## src/rtl/lcd_de_receiver.sv

```systemverilog
// lcd_de_receiver: DE-mode RGB sink recovering pixel coordinates, frame/line strobes and timing lock.
module lcd_de_receiver #(
  parameter int EXP_WIDTH  = 640,
  parameter int EXP_HEIGHT = 480,
  parameter int H_BLANK    = 160,
  parameter int VB_THRESH  = 800
) (
  input  logic        pixel_clk,
  input  logic        rst,
  input  logic        de_in,
  input  logic [7:0]  red_in,
  input  logic [7:0]  green_in,
  input  logic [7:0]  blue_in,
  output logic        pix_valid,
  output logic [9:0]  pix_x,
  output logic [9:0]  pix_y,
  output logic [23:0] pix_rgb,
  output logic        sof,
  output logic        eol,
  output logic        locked,
  output logic [10:0] meas_width,
  output logic [10:0] meas_hblank,
  output logic [9:0]  meas_height,
  output logic        line_err,
  output logic        frame_err
);
  if (VB_THRESH <= H_BLANK) begin : g_bad_thresh
    $error("VB_THRESH must exceed H_BLANK");
  end
  typedef enum logic [1:0] {SEARCH, VBLANK, LINE, HBLANK} state_t;
  state_t state, state_n;
  logic        de_q;
  logic [23:0] rgb_q;
  logic [10:0] low_run, hi_run, height;
  logic [9:0]  y, y_n;
  logic [1:0]  clean_cnt;
  logic        dirty, vb, pix, new_frame, fall, frame_end, inc, le_n, fe_n;
  // low_run/hi_run hold the run length before the current de_q sample, so a
  // rising edge sees the completed blank run and the first pixel sees x=0
  always_comb begin
    vb        = low_run >= 11'(VB_THRESH);
    fall      = state == LINE && !de_q;
    frame_end = state == HBLANK && vb;
    inc       = state == HBLANK && de_q && !vb;
    new_frame = de_q && (state == VBLANK || ((state == SEARCH || state == HBLANK) && vb));
    pix       = de_q && (state != SEARCH || vb);
    height    = {1'b0, y} + 11'd1;
    le_n      = fall && hi_run != 11'(EXP_WIDTH);
    fe_n      = frame_end && height != 11'(EXP_HEIGHT);
    y_n       = new_frame ? 10'd0 : (inc && y != 10'd1023) ? y + 10'd1 : y;
    state_n   = pix ? LINE : fall ? HBLANK :
                (vb && (state == SEARCH || state == HBLANK)) ? VBLANK : state;
  end
  always_ff @(posedge pixel_clk or posedge rst) begin
    if (rst) begin
      state       <= SEARCH;
      de_q        <= 1'b0;
      rgb_q       <= '0;
      low_run     <= '0;
      hi_run      <= '0;
      y           <= '0;
      clean_cnt   <= '0;
      dirty       <= 1'b0;
      pix_valid   <= 1'b0;
      pix_x       <= '0;
      pix_y       <= '0;
      pix_rgb     <= '0;
      sof         <= 1'b0;
      eol         <= 1'b0;
      locked      <= 1'b0;
      meas_width  <= '0;
      meas_hblank <= '0;
      meas_height <= '0;
      line_err    <= 1'b0;
      frame_err   <= 1'b0;
    end else begin
      state     <= state_n;
      de_q      <= de_in;
      rgb_q     <= {red_in, green_in, blue_in};
      low_run   <= de_q ? 11'd0 : (&low_run ? low_run : low_run + 11'd1);
      hi_run    <= de_q ? (&hi_run ? hi_run : hi_run + 11'd1) : 11'd0;
      y         <= y_n;
      pix_valid <= pix;
      pix_x     <= pix ? (hi_run[10] ? 10'd1023 : hi_run[9:0]) : 10'd0;
      pix_y     <= pix ? y_n : 10'd0;
      pix_rgb   <= pix ? rgb_q : 24'd0;
      sof       <= new_frame;
      eol       <= pix && !de_in;
      line_err  <= le_n;
      frame_err <= fe_n;
      if (fall) meas_width <= hi_run;
      if (inc) meas_hblank <= low_run;
      if (frame_end) meas_height <= height[9:0];
      if (frame_end) dirty <= 1'b0;
      else if (le_n) dirty <= 1'b1;
      if (le_n || fe_n) begin
        locked    <= 1'b0;
        clean_cnt <= 2'd0;
      end else if (frame_end) begin
        clean_cnt <= dirty ? 2'd0 : {clean_cnt[0], 1'b1};
        locked    <= !dirty && clean_cnt[0];
      end
    end
  end
endmodule

```

## config.mk

```make
export PLATFORM = sky130hd
export DESIGN_NAME = lcd_de_receiver
export DESIGN_NICKNAME = d
export VERILOG_FILES = /design/src/rtl/lcd_de_receiver.sv
export SDC_FILE = /design/constraint.sdc
export NUM_CORES = 1
export LEC_CHECK = 0
export ABC_CLOCK_PERIOD_IN_PS = 4470
export CORE_ASPECT_RATIO = 0.75
export CORE_MARGIN = 4
export CORE_UTILIZATION = 48
export CTS_BUF_LIST = sky130_fd_sc_hd__clkbuf_4
export CTS_CLUSTER_DIAMETER = 200
export CTS_CLUSTER_SIZE = 24
export DETAILED_ROUTE_END_ITERATION = 6
export PLACE_DENSITY = 0.75
export SETUP_SLACK_MARGIN = 0.2
export SYNTH_ARGS = -nofsm -noshare
export SYNTH_HDL_FRONTEND = slang
export SYNTH_SLANG_ARGS = --single-unit
```

## constraint.sdc

```tcl
create_clock -name pixel_clk -period 4.47 [get_ports pixel_clk]
set_input_delay 0.894 -clock pixel_clk [delete_from_list [all_inputs] [get_ports pixel_clk]]
set_output_delay 0.894 -clock pixel_clk [all_outputs]
set_load 0.02 [all_outputs]
```

==> results.yml <==
outcome:
  status: "finished clean"
grt:
  grt_use_total_pct: 17.0
  first_global_vias: 3581
  antenna_found_initial: 0
  grt.overflow.total: 0
  grt_pass1_wl_mm: 18.0
  grt_max_degree: 144
sta:
  setup_tns_ns: 0
  worst_slew_pin_slew_ns: 0.725
  drv_slew: 0
  final-setup-viol-count: 0
  fin_skew_ns: 0.0229
  fin_crit_sh_pct: 53.9
  rsz0062_at_grt: "no"
  maxSlewHeadroom_pct: 51.7
  period_minus_slack_ns: 2.41
  hold_violations: 0
  timing.fmax_ghz: 0.415
  hold_slack_ns: 0.438
routing:
  drt_iter0_drc: 254
  drc: 0
  postRouteWirelength_mm: 10.7
  firstDrtPassIters: 5
  antenna_left: 0
  vias_per_cell: 4.99
  vias: 3585
  avgRoutedWirePerCell_um: 14.9
hold_path:
  hold_class: "flop to flop"
clock_tree:
  clock_latency_ns: 0.51
  cts-root-buf: "clkbuf_4"
  ctsHoldBuffers: 0
  clock_sinks: 143
  cts.htree.levels: 4
  cts_resized: 0
  cts_max_path_buffers: 2
  cts.clk_slew.worst_paths_ns: 0.13
  numCtsBuffers: 17
  post-cts-setup-buffers: 0
  tritoncts: "done"
floorplanning:
  core_um2: 11100
  rows: 33
  num_io_pins: 109
  die_area_um2: 13300
  die_w_um: 132
  die_height_um: 101
  start_util_pct: 49.9
worst_setup_path:
  ff2ff_path_depth: 6
  path_max_fanout: 2
  r2r-end: "pix_rgb[0]$_DFF_PP0_"
  regToRegStartpoint: "low_run[5]$_DFFE_PP0P_"
  crit_required_ns: 3.58
  path_cells: "clkdlybuf4s50_1"
  crit_cells: 1
  critPathCapture: "meas_width[9]"
  cp-start-kind: "flop"
  crit_start: "meas_width[9]$_DFFE_PP0P_"
  crit_type: "flop to output port"
  worstPathArrival_ns: 1.51
  cp_num_buf_inv: 1
  endpoint_kind: "output port"
  reg2reg_slack_ns: 2.18
  slowest_stage: "clkdlybuf4s50_1"
  cpLargestDelayFamily: "buffers and inverters"
  cpPeakStageDelay_ns: 0.61
logic_synthesis:
  async_flop_share_pct: 100
  avgSynthCellArea_um2: 12.0
  synth_xor_area_share_pct: 4.28
  synth_fa_ha_area_share_pct: 2.04
  netlist_instances: 462
  synthesis.area_um2: 5520
  synth-simple-area-share_pct: 15.6
  synth-edff-count: 0
  ys_dominant_reg_cell: "dfrtp_1"
  synth_compound_area_share_pct: 5.12
  seq_area_frac_synth_pct: 64.8
  syn_nets: 498
  synth_top_family_by_area: "simple AND/OR/NAND/NOR gates"
  synth_cell_types: 45
  ys_warn_count: 0
  synthMuxAreaShare_pct: 5.01
  ys_ff_latch: 143
flow_run:
  maxCapViolCount: 0
final_layout:
  synthToLayoutAreaGrowth_pct: 27.7
  nNetsFinal: 601
  drive_gt1_share_pct: 10.4
  num-fill-cells: 857
  stdcell_count: 718
  antenna_cells: 0
power_and_ir_drop:
  leakagePower_nw: 3.18
  p_per_area_nw_per_um2: 390
  vdd_drop_max_mv: 0.262
placed_design:
  post-place-cells: 686
  portBuffers: 108
  place_congestion: 0.870
  hpwl_mm: 7.43
per-layer routing:
layer | share of wire [%] | vias up | track usage, %
met5 | 0 | - | 0
met4 | 0.51 | 0 | 5.57
met3 | 5.9 | 4 | 5.24
met2 | 48 | 101 | 26.6
met1 | 46 | 1738 | 23.0
li1 | - | 1742 | -
stage by stage:
| stage | utilization, % | setup WS [ns] | power, mW | instance area [um2] |
|---|---|---|---|---|
| global placement | 60.5 | 2.29 | 1.76 | 6690 |
| floorplan | - | 1.78 | 1.63 | 5530 |
| detailed placement | 60.5 | 2.19 | 1.77 | 6690 |
| global route | 63.8 | 1.96 | 2.89 | 7060 |
| CTS | 63.8 | 2.01 | 2.79 | 7060 |
| finish | 63.8 | 2.06 | 2.75 | 7060 |
layout make-up:
cell class | count | area, um2 | share of cell area, %
clock buffers | 17 | 128 | 1.81
well taps | 140 | 175 | 2.48
clock inverters | 15 | 239 | 3.39
flip-flops and latches | 143 | 3580 | 50.7
repair buffers | 111 | 1120 | 15.8
inverters | 12 | 48.8 | 0.691
multi-input cells | 280 | 1770 | 25.1
cells by family (layout without fill, tap and decap cells):
family,count (synthesis),count (layout)
AO/OA/AOI/OAI,41,41
XOR/XNOR,27,27
adder cells (fa/ha/maj),9,9
buffers and inverters,39,155
flip-flops,143,143
multiplexers,25,25
AND/OR/NAND/NOR,178,178
synthesized netlist by cell type (all sizes together), types with 4 or more instances:
library cell	n	area [um2]
mux2i	4	40.0
dfrtp	143	3580
and4	4	35.0
and3	6	37.5
nand3	16	80.1
xnor2	12	105
xor2	15	131
a31oi	5	31.3
ha	9	113
and2	27	169
buf	10	65.1
nor2	70	270
clkbuf	17	63.8
nand4	8	50.1
o21ai	16	80.1
mux2	21	236
nand2	31	116
inv	12	45.0
nor3	6	35.0
sequential cells by signal, indices dropped and copies added, names as in the netlist, 2 cells and up:
| name | cells |
|---|---|
| pix_rgb | 24 |
| rgb_q | 24 |
| hi_run | 11 |
| low_run | 11 |
| meas_hblank | 11 |
| meas_width | 11 |
| meas_height | 10 |
| pix_x | 10 |
| pix_y | 10 |
| y | 10 |
| state | 2 |
where the power goes:
part           leakage [nW]  switching, mW  internal [mW]
Clock                 0.187          0.455          0.555
Combinational          1.12          0.170          0.145
Sequential             1.88         0.0619           1.36
Total                  3.18          0.688           2.06
placed cells by master, fill, tap and decap left out, types with 4 or more instances in the layout:
cell type	instances
dfrtp_1	143
clkdlybuf4s50_1	108
nor2_1	69
nand2_1	31
and2_1	27
mux2_2	21
clkbuf_4	17
nand3_1	16
o21ai_0	15
xor2_1	15
xnor2_1	12
inv_1	11
ha_1	9
nand4_1	8
and3_1	6
bufinv_16	6
nor3_1	5
a31oi_1	5
and4_1	4
mux2i_1	4
how the worst min path moves through the flow:
stage | from | end | slack (ns) | cells after the start
6_report | rgb_q[22]$_DFF_PP0_ | pix_rgb[22]$_DFF_PP0_ | 0.44 | 1
5_1_grt | rgb_q[3]$_DFF_PP0_ | pix_rgb[3]$_DFF_PP0_ | 0.46 | 1
4_1_cts | rgb_q[22]$_DFF_PP0_ | pix_rgb[22]$_DFF_PP0_ | 0.44 | 1
3_5_place_dp | rgb_q[15]$_DFF_PP0_ | pix_rgb[15]$_DFF_PP0_ | 0.43 | 1
3_3_place_gp | rgb_q[6]$_DFF_PP0_ | pix_rgb[6]$_DFF_PP0_ | 0.43 | 1
2_1_floorplan | rgb_q[0]$_DFF_PP0_ | pix_rgb[0]$_DFF_PP0_ | 0.43 | 1
No activity file was read; power rests on OpenSTA's default activity.
